[src/rtl/pdm_cic_ctrl.sv]
`default_nettype none
// ============================================================================
//  Module      : pdm_cic_ctrl
//  Description : Sequencer between the PDM microphone pins and a shared,
//                multi-channel CIC decimator. It generates the PDM bit clock,
//                captures up to 4 channels (2 data lines x 2 clock edges) and
//                feeds them to the CIC as one per-channel valid burst per PDM
//                period. Each decimated PCM word is tagged with its channel
//                and buffered in a first-word-fall-through FIFO.
//  Optional    : PDM_CIC_CTRL_SWAP_EN adds cfg_swap_i, which swaps the capture
//                edges for microphones with inverted L/R select.
//  Ports       : clk_i/rstn_i       clock, async active-low reset
//                cfg_*              enable, channel count-1, clock divider,
//                                   overflow clear (and optional swap)
//                pdm_clk_o/pdm_data_i  microphone interface
//                cic_*              CIC enable, bit, strobe and PCM return
//                data_o/ch_o/valid_o/ready_i  PCM output stream
//                ovf_o              sticky FIFO overflow
//  Revision    : 1.0 - initial release
// ============================================================================
module pdm_cic_ctrl #(
    parameter int FIFO_DEPTH = 4,
    parameter int PCM_WIDTH  = 16
) (
    input  logic                 clk_i,
    input  logic                 rstn_i,
    input  logic                 cfg_en_i,
    input  logic [1:0]           cfg_ch_num_i,
    input  logic [7:0]           cfg_clkdiv_i,
    input  logic                 cfg_ovf_clr_i,
`ifdef PDM_CIC_CTRL_SWAP_EN
    input  logic                 cfg_swap_i,
`endif
    output logic                 pdm_clk_o,
    input  logic [1:0]           pdm_data_i,
    output logic                 cic_en_o,
    output logic                 cic_data_o,
    output logic                 cic_valid_o,
    input  logic [PCM_WIDTH-1:0] cic_pcm_i,
    input  logic                 cic_pcm_valid_i,
    output logic [PCM_WIDTH-1:0] data_o,
    output logic [1:0]           ch_o,
    output logic                 valid_o,
    input  logic                 ready_i,
    output logic                 ovf_o
);

    localparam int c_AW = (FIFO_DEPTH > 1) ? $clog2(FIFO_DEPTH) : 1;
    localparam int c_W  = PCM_WIDTH + 2;

    typedef enum logic [1:0] {
        S_IDLE  = 2'd0,
        S_WAIT  = 2'd1,
        S_BURST = 2'd2
    } state_t;

    logic            r_en;
    logic [7:0]      r_div_cnt;
    logic            r_pdm_clk;
    logic [3:0]      r_cap;
    logic [3:0]      r_sh;
    logic [1:0]      r_ch_idx;
    state_t          r_state;
    logic [c_AW:0]   r_wr;
    logic [c_AW:0]   r_rd;
    logic            r_ovf;
    logic [c_W-1:0]  r_mem [FIFO_DEPTH];

    logic            w_en_rise;
    logic [7:0]      w_div_max;
    logic            w_tick;
    logic            w_rise_tog;
    logic            w_fall_tog;
    logic            w_swap;
    logic            w_fill_odd;
    logic            w_fill_even;
    logic [3:0]      w_cap_nxt;
    logic            w_cic_valid;
    logic            w_empty;
    logic            w_full;
    logic            w_push;
    logic            w_pop;
    logic            w_push_ok;
    logic            w_ovf_set;
    logic [c_W-1:0]  w_head;

    assign w_en_rise  = cfg_en_i & ~r_en;
    assign w_div_max  = (cfg_clkdiv_i == 8'd0) ? 8'd1 : cfg_clkdiv_i;
    assign w_tick     = r_en & (r_div_cnt == w_div_max);
    assign w_rise_tog = w_tick & ~r_pdm_clk;
    assign w_fall_tog = w_tick &  r_pdm_clk;

`ifdef PDM_CIC_CTRL_SWAP_EN
    assign w_swap = cfg_swap_i;
`else
    assign w_swap = 1'b0;
`endif

    // Odd slots (cap[1]/cap[3]) normally hold data driven in the low phase,
    // sampled on the rising toggle; even slots come from the falling toggle.
    assign w_fill_odd  = w_swap ? w_fall_tog : w_rise_tog;
    assign w_fill_even = w_swap ? w_rise_tog : w_fall_tog;

    always_comb begin
        w_cap_nxt = r_cap;
        if (w_fill_odd) begin
            w_cap_nxt[1] = pdm_data_i[0];
            w_cap_nxt[3] = pdm_data_i[1];
        end
        if (w_fill_even) begin
            w_cap_nxt[0] = pdm_data_i[0];
            w_cap_nxt[2] = pdm_data_i[1];
        end
    end

    // Enable register, divider and capture registers
    always_ff @(posedge clk_i or negedge rstn_i) begin
        if (!rstn_i) begin
            r_en      <= 1'b0;
            r_div_cnt <= 8'd0;
            r_pdm_clk <= 1'b0;
            r_cap     <= 4'd0;
        end else begin
            r_en  <= cfg_en_i;
            r_cap <= w_cap_nxt;
            if (!r_en) begin
                r_div_cnt <= 8'd0;
                r_pdm_clk <= 1'b0;
            end else if (w_tick) begin
                r_div_cnt <= 8'd0;
                r_pdm_clk <= ~r_pdm_clk;
            end else begin
                r_div_cnt <= r_div_cnt + 8'd1;
            end
        end
    end

    // Burst sequencer. The shadow takes the capture values including the
    // bits sampled on the falling toggle itself, so every burst carries the
    // period that just completed. When a burst is exactly one PDM period
    // long the next falling toggle lands on its last cycle, so the burst is
    // restarted directly instead of passing through WAIT.
    always_ff @(posedge clk_i or negedge rstn_i) begin
        if (!rstn_i) begin
            r_state  <= S_IDLE;
            r_ch_idx <= 2'd0;
            r_sh     <= 4'd0;
        end else if (!r_en) begin
            r_state  <= S_IDLE;
            r_ch_idx <= 2'd0;
        end else begin
            case (r_state)
                S_IDLE: begin
                    r_state  <= S_WAIT;
                    r_ch_idx <= 2'd0;
                end
                S_WAIT: begin
                    if (w_fall_tog) begin
                        r_sh     <= w_cap_nxt;
                        r_ch_idx <= 2'd0;
                        r_state  <= S_BURST;
                    end
                end
                S_BURST: begin
                    if (r_ch_idx == cfg_ch_num_i) begin
                        r_ch_idx <= 2'd0;
                        if (w_fall_tog) begin
                            r_sh    <= w_cap_nxt;
                            r_state <= S_BURST;
                        end else begin
                            r_state <= S_WAIT;
                        end
                    end else begin
                        r_ch_idx <= r_ch_idx + 2'd1;
                    end
                end
                default: begin
                    r_state  <= S_IDLE;
                    r_ch_idx <= 2'd0;
                end
            endcase
        end
    end

    // Strobe drops in the same cycle the enable input falls.
    assign w_cic_valid = (r_state == S_BURST) & r_en & cfg_en_i;

    assign pdm_clk_o   = r_pdm_clk;
    assign cic_en_o    = r_en;
    assign cic_valid_o = w_cic_valid;
    assign cic_data_o  = w_cic_valid & r_sh[r_ch_idx];

    // Output FIFO: pointers carry one extra wrap bit to tell full from empty
    assign w_empty   = (r_wr == r_rd);
    assign w_full    = (r_wr[c_AW] != r_rd[c_AW]) &&
                       (r_wr[c_AW-1:0] == r_rd[c_AW-1:0]);
    assign w_push    = cic_pcm_valid_i & w_cic_valid;
    assign w_pop     = ~w_empty & ready_i;
    assign w_push_ok = w_push & (~w_full | w_pop);
    assign w_ovf_set = w_push & w_full & ~w_pop;

    always_ff @(posedge clk_i or negedge rstn_i) begin
        if (!rstn_i) begin
            r_wr  <= '0;
            r_rd  <= '0;
            r_ovf <= 1'b0;
        end else begin
            if (w_en_rise) begin
                r_wr <= '0;
                r_rd <= '0;
            end else begin
                if (w_push_ok) r_wr <= r_wr + 1'b1;
                if (w_pop)     r_rd <= r_rd + 1'b1;
            end
            if (w_ovf_set)
                r_ovf <= 1'b1;
            else if (cfg_ovf_clr_i || w_en_rise)
                r_ovf <= 1'b0;
        end
    end

    always_ff @(posedge clk_i) begin
        if (w_push_ok)
            r_mem[r_wr[c_AW-1:0]] <= {r_ch_idx, cic_pcm_i};
    end

    // Storage is not reset, so the head is masked while the FIFO is empty.
    assign w_head  = r_mem[r_rd[c_AW-1:0]];
    assign valid_o = ~w_empty;
    assign data_o  = w_empty ? '0   : w_head[PCM_WIDTH-1:0];
    assign ch_o    = w_empty ? 2'd0 : w_head[c_W-1 -: 2];
    assign ovf_o   = r_ovf;

endmodule
`default_nettype wire
[config.mk]
export PLATFORM = sky130hd
export DESIGN_NAME = pdm_cic_ctrl
export DESIGN_NICKNAME = d
export VERILOG_FILES = /design/src/rtl/pdm_cic_ctrl.sv
export SDC_FILE = /design/constraint.sdc
export NUM_CORES = 1
export LEC_CHECK = 0
export BUFFER_PORTS_ARGS = -buffer_cell sky130_fd_sc_hd__buf_2
export CELL_PAD_IN_SITES_DETAIL_PLACEMENT = 0
export CELL_PAD_IN_SITES_GLOBAL_PLACEMENT = 1
export CORE_UTILIZATION = 25
export CTS_BUF_LIST = sky130_fd_sc_hd__clkbuf_16
export CTS_CLUSTER_SIZE = 28
export DETAILED_ROUTE_END_ITERATION = 10
export PLACE_DENSITY_LB_ADDON = 0.25
export SYNTH_ARGS = -nofsm -noshare
export SYNTH_HDL_FRONTEND = slang
export SYNTH_SLANG_ARGS = --single-unit
[constraint.sdc]
create_clock -name clk_i -period 4 [get_ports clk_i]
set_input_delay 0.4 -clock clk_i [delete_from_list [all_inputs] [get_ports clk_i]]
set_output_delay 0.4 -clock clk_i [all_outputs]
set_load 0.01 [all_outputs]
==> out/metrics.yaml, run 1 <==
status:
  outcome: "finished clean"
clocking:
  cts_tree: "built"
  clkLatencyLatePin_ps: 340
  postCtsSetupRepairBufs: 0
  hold_buffers: 0
  clkSinkCount: 99
  post_cts_resized: 0
  clkTransAtPathRegs_ps: 70
  htree_levels: 3
  clock_path_buffers: 2
  cts-root-buf: "clkbuf_16"
  cts_buffers: 9
placement:
  place_inst: 525
  place.gp.congestion: 0.707
  dpl_worst_slack_ps: 1620
  place_hpwl_microns: 5550
  portBuffers: 57
setup_path:
  critPathKind: "register to primary output"
  crit_arrival_ps: 2140
  cp_data_required_time_ps: 3600
  r2r-start: "cic_en_o"
  end_kind: "primary output"
  crit_path_max_fanout: 21
  start_kind: "register"
  reg2reg_slack_ps: 1670
  cp-startpoint: "r_wr[0]"
floorplanning:
  die_area_sq_um: 17300
  die_w_microns: 132
  core_area_sq_um: 16500
  pin_count: 58
  initial_core_util_pct: 25.4
  die_y_microns: 132
  std_cell_rows: 47
run:
  max_cap_viol_count: 0
sta:
  fin_crit_ps: 2540
  slew_viol_final: 0
  hold_violations: 0
  setup_ws_ps: 1460
  worst_slew_pin_slew_ps: 1060
  slew_headroom_pct: 29.2
  fin_worst_skew_ps: 6.98
  clock.fmax_mhz: 394
  fin_hold_ws_ps: 83.2
  fin_setup_tns_ps: 0
  setup_viol: 0
  rsz0062_at_grt: "no"
  period_share_pct: 63.5
grt:
  grt_max_degree: 28
  grt_pass1_wl_microns: 14100
  grt-ovfl-total: 0
  grt_use_total_pct: 10.9
  grt_pass1_vias: 2468
  grt_antenna_before_repair: 1
layout:
  drive_above_1_share_pct: 33.3
  layout_commonest_cell: "edfxtp_1"
  diodes: 0
  syn_to_final_growth_pct: 20.8
  seq_area_sq_um: 2840
  fill_cells: 1647
  fin_cells: 541
  utilization_pct: 30.7
  final_cell_mix: "72 x edfxtp_1, 57 x buf_2, 27 x dfrtp_1"
  multi_input_area_sq_um: 1320
  final_nets: 356
min_path:
  hold_class: "input port to async pin"
logic_synthesis:
  synthCells: 253
  syn_nets: 293
  synth_seq_cells: 99
  ys_seq_area_share_pct: 67.5
  yosys_warnings: 0
  mappedNetlistArea_sq_um: 4200
  synth_area_per_cell_sq_um: 16.6
  synth_cell_types: 37
power:
  p_leak_uw: 0.00196
  powerDensity_nw_per_um2: 507
  ir_worst_vdd_v: 0.000199
routing:
  dr.first_iter.drc_count: 111
  wire_per_inst_microns: 15.9
  ant_nets: 0
  drc: 0
  drtPass1Iterations: 4
  wl_microns: 8610
  dr_total_vias: 2300
  vias_per_cell: 4.25
==> layout make-up <==
cell class,instances,area share (%)
clock inverters,7,1.92
inverters,5,0.370
well taps,220,5.42
clock buffers,9,4.44
flip-flops and latches,99,55.9
multi-input cells,141,25.9
repair buffers,60,6.06
==> worst paths after layout <==
kind | end | depth (start not counted)
hold reg to reg | r_cap[3] | 1
setup reg to reg | r_mem[0][9] | 3
max in group asynchronous | r_ch_idx[0] | 1
hold / removal | cic_en_o | 1
setup / recovery | data_o[4] | 4
min in group clk_i | cic_en_o | 1
==> state kept, by name, indices dropped and copies added, names as in the netlist <==
signal,count
r_state,2
pdm_clk_o,1
r_wr,3
r_cap,2
r_sh,4
cic_en_o,1
r_mem,72
r_rd,3
r_ch_idx,2
r_div_cnt,8
ovf_o,1
==> critical path, stage by stage, from the launching register on <==
cell and delay [ps]:
dfrtp_1 450, xnor2_1 230, nand3b_1 580, and2_1 380
buf_2 140
==> where the power goes <==
group	leakage [uW]	total (uW)	internal, uW	switching, uW
registers	0.00102	1130	1110	12.9
logic	0.000780	502	244	258
clock network	0.000160	944	554	390
total	0.00196	2570	1910	661
==> Yosys cell counts (all sizes together) <==
cell type	count	area (sq um)
o221a	1	11.3
nand3b	1	7.51
ha	6	75.1
xor2	17	149
and3	7	43.8
edfxtp	72	2160
nor4	2	27.5
nor4b	1	15.0
a21oi	4	20.0
clkbuf	6	22.5
o311a	1	10.0
nand4b	1	8.76
inv	5	18.8
a22o	1	8.76
and4b	1	10.0
xnor2	7	68.8
a21boi	1	7.51
nor2b	3	18.8
o21ai	3	15.0
nand3	8	45.0
nor3	2	15.0
nand2	5	18.8
mux2i	1	10.0
mux2	7	78.8
and2	21	131
or3	1	6.26
a221oi	1	8.76
mux4	19	428
dfrtp	27	676
o32ai	1	8.76
nor2	18	67.6
buf	2	10.0
==> cell families (layout without fill, tap and decap cells) <==
logic type,Yosys count,in the layout,share of synthesized area [%]
multiplexers,27,27,12.3
AND/OR/NAND/NOR,71,71,9.88
AO/OA/AOI/OAI,13,13,2.14
XOR/XNOR,24,24,5.18
buffers and inverters,13,81,1.22
flip-flops,99,99,67.5
adder cells (fa/ha/maj),6,6,1.79
==> metal layers <==
metal  global-route usage, %  vias up  part of all wire (%)
li1                        -     1080                     -
met1                    13.4     1153                    46
met2                    18.0       54                    48
met3                    3.97       11                   4.5
met4                    2.71        2                  0.93
met5                       0        -                  0.15
==> per-stage QoR <==
stage | area, sq um | power (uW)
after floorplan | 4200 | 1490
after global placement | 4750 | 1670
after detailed placement | 4750 | 1670
after CTS | 5080 | 2630
after global routing | 5080 | 2700
final | 5080 | 2570
Power figures use the tool's default switching activity.
==> inputs of run 2 (changes only) <==
- clock period: 4 -> 2.3 ns (I/O delays scaled with it)
==> out/metrics.yaml, run 2 (synthesis gave the netlist of run 1 again) <==
status:
  outcome: "finished clean"  # unchanged
routing:
  dr.first_iter.drc_count: 76  # was 111
  wire_per_inst_microns: 15.2  # was 15.9 microns
  vias_per_cell: 4.22  # was 4.25
  drc: 0  # unchanged
  wl_microns: 8380  # was 8610 microns
  drtPass1Iterations: 4  # unchanged
  ant_nets: 0  # unchanged
  dr_total_vias: 2330  # was 2300
grt:
  busiest_layer: "met2"  # unchanged
  use_met2_pct: 18.4  # was 18.0%
  grt_pass1_wl_microns: 13700  # was 14100 microns
  grt_max_degree: 28  # unchanged
  grt_antenna_before_repair: 0  # was 1
  use_met3_pct: 3.70  # was 3.97%
  grt_pass1_vias: 2536  # was 2468
  grt-ovfl-total: 0  # unchanged
  grt_use_met1_pct: 12.1  # was 13.4%
  grt_use_total_pct: 10.6  # was 10.9%
clocking:
  clkSinkCount: 99  # unchanged
  clock_path_buffers: 2  # unchanged
  clkTransAtPathRegs_ps: 60  # was 70 ps
  htree_levels: 3  # unchanged
  cts_buffers: 9  # unchanged
  cts_tree: "built"  # unchanged
  cts-root-buf: "clkbuf_16"  # unchanged
  postCtsSetupRepairBufs: 0  # unchanged
  clkLatencyLatePin_ps: 340  # about the same
setup_path:
  crit_arrival_ps: 1920  # was 2140 ps
  cp_num_cells: 4  # unchanged
  cp_cell_sequence: "buf_4 > mux4_2 > and2_1 > buf_2"  # was xnor2_1 > nand3b_1 > and2_1 > buf_2
  critPathBufInv: 2  # was 1
  start_kind: "register"  # unchanged
  end_kind: "primary output"  # unchanged
  cp_data_required_time_ps: 2070  # was 3600 ps
  cpMaxStageDelayCell: "mux4_2"  # was nand3b_1
  rr_worst_depth: 5  # was 3
  slowest_delay_ps: 540  # was 580 ps
  critPathKind: "register to primary output"  # unchanged
  path_delay_family: "multiplexers"  # was simple AND/OR/NAND/NOR gates
  crit_path_max_fanout: 11  # was 21
floorplanning:
  initial_core_util_pct: 25.4  # unchanged
  die_y_microns: 132  # unchanged
  die_area_sq_um: 17300  # unchanged
  std_cell_rows: 47  # unchanged
  pin_count: 58  # unchanged
  core_area_sq_um: 16500  # unchanged
  die_w_microns: 132  # unchanged
sta:
  fin_setup_tns_ps: 0  # unchanged
  rsz0062_at_grt: "no"  # unchanged
  setup_viol: 0  # unchanged
  slew_headroom_pct: 57.4  # was 29.2%
  period_share_pct: 93.6
  fin_worst_skew_ps: 4.10  # was 6.98 ps
  hold_violations: 0  # unchanged
  worst_slew_pin_slew_ps: 639  # was 1060 ps
  slew_viol_final: 0  # unchanged
  fin_crit_ps: 2150
  clock.fmax_mhz: 464
placement:
  place.gp.congestion: 0.736  # was 0.707
  portBuffers: 57  # unchanged
  place_area_sq_um: 4870  # was 4750 sq um
  place_hpwl_microns: 5560  # was 5550 microns
power:
  p_leak_uw: 0.00200  # was 0.00196 uW
  ir_worst_vdd_v: 0.000360  # was 0.000199 V
  powerDensity_nw_per_um2: 822  # was 507 nW/um^2
layout:
  final_nets: 367  # was 356
  drive_above_1_share_pct: 34.3  # was 33.3%
  layout_commonest_cell: "edfxtp_1"  # unchanged
  largest_reg_flops: 72  # unchanged
  final_cell_mix: "72 x edfxtp_1, 57 x buf_2, 27 x dfrtp_1"  # unchanged
  final_area_sq_um: 5160  # was 5080 sq um
  syn_to_final_growth_pct: 22.7  # was 20.8%
  diodes: 0  # unchanged
min_path:
  whs_path_depth: 2
  hold_class: "input port to register"  # was input port to async pin
run:
  max_cap_viol_count: 0  # unchanged
run 2: changes by cell type in the layout (fill, tap and decap cells not counted), sizes merged:
cell,before,now
bufinv,2,0
dlygate4sd3,0,2
buf,60,69
inv,8,9
clkinv,2,3
run 2: per-layer routing:
metal	share of wire (%)	up-vias
li1	-	1097
met1	42	1167
met2	51	58
met3	5.6	8
met4	1.2	0
met5	0	-
run 2: final timing paths:
check	endpoint	start	slack (ps)
max in group asynchronous	r_wr[1]	rstn_i	1440
worst min register to register	r_cap[3]	r_cap[3]	510
worst max register to register	r_sh[3]	r_div_cnt[3]	360
worst max-delay path	data_o[7]	r_rd[0]	150
min in group asynchronous	r_sh[3]	rstn_i	430
worst min-delay path	ovf_o	cfg_ovf_clr_i	100
run 2: cell type report:
type	count	area, sq um
inverters	5	18.8
clock inverters	7	42.5
repair buffers	71	445
clock buffers	9	225
fillers	1652	11400
flip-flops and latches	99	2840
well taps	220	275
multi-input cells	141	1320
run 2: power breakdown:
part	leakage (uW)	switching (uW)	internal, uW	total [uW]
logic	0.000846	450	451	901
registers	0.00102	27.9	1940	1960
clock network	0.000137	644	732	1380
total	0.00200	1120	3120	4240
run 2: metrics by stage:
stage          total power [uW]  hold WS (ps)  util (%)  setup WS (ps)  cells
6_report                   4240           102      31.2            146    552
5_1_grt                    4460          95.1      31.2           7.37    552
2_1_floorplan              2590         -65.6         -            214    253
3_5_place_dp               2930           299      29.5            355    534
4_1_cts                    4330          80.5      31.2           96.4    552
3_3_place_gp               2930           290      29.5            404    534
run 2: timing repair:
action                     4_1_cts  5_1_grt
resized for setup                0        0
hold endpoints to repair        28        0
setup endpoints to repair        0        0
hold buffers                     2        0
==> inputs of run 3 (changes only) <==
- REMOVE_ABC_BUFFERS: not set -> 1
==> out/metrics.yaml, run 3 (synthesis gave the netlist of run 1 again) <==
layout:
  diodes: 0  # unchanged
  syn_to_final_growth_pct: 24.1  # was 22.7%
  drive_above_1_share_pct: 35.7  # was 34.3%
  final_nets: 368  # was 367
  fin_cells: 553  # was 552
  largest_reg_flops: 72  # unchanged
  layout_commonest_cell: "edfxtp_1"  # unchanged
  final_cell_mix: "72 x edfxtp_1, 57 x buf_2, 27 x dfrtp_1"  # unchanged
sta:
  clock.fmax_mhz: 473  # was 464 MHz
  rsz0062_at_grt: "no"  # unchanged
  fin_worst_skew_ps: 7.71  # was 4.10 ps
  slew_viol_final: 0  # unchanged
  setup_ws_ps: 187  # was 146 ps
  fin_crit_ps: 2110  # was 2150 ps
  setup_viol: 0  # unchanged
  period_share_pct: 91.9  # was 93.6%
  worst_slew_pin_slew_ps: 622  # was 639 ps
  slew_headroom_pct: 58.5  # was 57.4%
  hold_violations: 0  # unchanged
status:
  outcome: "finished clean"  # unchanged
floorplanning:
  std_cell_rows: 47  # unchanged
  die_w_microns: 132  # unchanged
  die_y_microns: 132  # unchanged
  pin_count: 58  # unchanged
  die_area_sq_um: 17300  # unchanged
  initial_core_util_pct: 25.4  # unchanged
  core_area_sq_um: 16500  # unchanged
clocking:
  clock_path_buffers: 2  # unchanged
  clkLatencyLatePin_ps: 350  # was 340 ps
  cts_tree: "built"  # unchanged
  htree_levels: 3  # unchanged
  clkTransAtPathRegs_ps: 70  # was 60 ps
  cts_buffers: 9  # unchanged
  post_cts_resized: 0  # unchanged
  clkSinkCount: 99  # unchanged
  cts-root-buf: "clkbuf_16"  # unchanged
routing:
  vias_per_cell: 4.20  # was 4.22
  drc: 0  # unchanged
  ant_nets: 0  # unchanged
  wl_microns: 8270  # was 8380 microns
  wire_per_inst_microns: 14.9  # was 15.2 microns
  dr_total_vias: 2322  # was 2330
  dr.first_iter.drc_count: 118  # was 76
  drtPass1Iterations: 4  # unchanged
run:
  max_cap_viol_count: 0  # unchanged
power:
  ir_worst_vdd_v: 0.000380  # was 0.000360 V
  p_leak_uw: 0.00202  # was 0.00200 uW
  powerDensity_nw_per_um2: 874  # was 822 nW/um^2
placement:
  dpl_worst_slack_ps: 361  # was 355 ps
  place.gp.congestion: 0.713  # was 0.736
  place_hpwl_microns: 5700  # was 5560 microns
  portBuffers: 57  # unchanged
  place_inst: 536  # was 534
setup_path:
  crit_path_max_fanout: 14  # was 11
  end_kind: "primary output"  # unchanged
  cp_data_required_time_ps: 2070  # about the same
  critPathKind: "register to primary output"  # unchanged
  crit_arrival_ps: 1880  # was 1920 ps
  start_kind: "register"  # unchanged
min_path:
  hold_class: "input port to register"  # unchanged
grt:
  grt-ovfl-total: 0  # unchanged
  grt_pass1_vias: 2624  # was 2536
  grt_pass1_wl_microns: 13800  # was 13700 microns
  grt_max_degree: 28  # unchanged
  grt_antenna_before_repair: 0  # unchanged
  grt_use_total_pct: 10.6  # about the same
## run 3: changes by cell type in the layout (fill, tap and decap cells not counted), sizes merged
cell         before  now
clkinv            3    0
bufinv            0    2
dlygate4sd3       2    1
clkinvlp          0    2
buf              69   71
inv               9    8
## run 3: metal layers
layer | track usage [%] | up-vias | routed length, microns | share of wire (%)
met2 | 18.3 | 55 | 4170 | 50
li1 | - | 1103 | - | -
met5 | 0 | - | 0 | 0
met3 | 3.24 | 9 | 348 | 4.2
met1 | 12.6 | 1155 | 3630 | 44
met4 | 3.49 | 0 | 116 | 1.4
## run 3: area by class of cell
type	count	area (sq um)
fillers	1676	11300
flip-flops and latches	99	2840
multi-input cells	141	1320
repair buffers	72	438
well taps	220	275
clock buffers	9	225
clock inverters	7	106
inverters	5	18.8
## run 3: power breakdown
| group | total, uW | switching, uW | internal, uW |
|---|---|---|---|
| Combinational | 931 | 449 | 483 |
| Sequential | 1980 | 40.8 | 1940 |
| Clock | 1650 | 679 | 972 |
## run 3: critical path: stages, from the launching register on
cell and delay [ps]:
dfrtp_1 480, buf_12 220, mux4_2 530, and2_1 170, buf_2 130
## run 3: what timing repair did
item | CTS | global route
endpoints found under the hold margin | 27 | 0
hold buffers | 1 | 0
buffers inserted | 0 | 0
## run 3: stage by stage
stage / power (uW) / cell area (sq um) / util (%) / TNS, ps / hold WS, ps
final: 4560 / 5220 / 31.6 / 0 / 27.7
after global routing: 4810 / 5220 / 31.6 / 0 / 24.3
after CTS: 4660 / 5220 / 31.6 / 0 / 16.5
after detailed placement: 2980 / 4870 / 29.5 / 0 / 298
after global placement: 2970 / 4870 / 29.5 / 0 / 295
after floorplan: 2560 / 4170 / - / -526 / -65.6
## run 3: worst paths after layout
path                               from  slack (ps)  cells past startpoint         to
setup reg to reg           r_div_cnt[3]         350                      5   r_cap[1]
setup / recovery                r_rd[0]         190                      4  data_o[1]
hold / removal                 cfg_en_i          30                      1   cic_en_o
hold reg to reg                 r_sh[2]         510                      1    r_sh[2]
max in group asynchronous        rstn_i        1460                      2    r_rd[0]
min in group asynchronous        rstn_i         430                      2   r_cap[1]
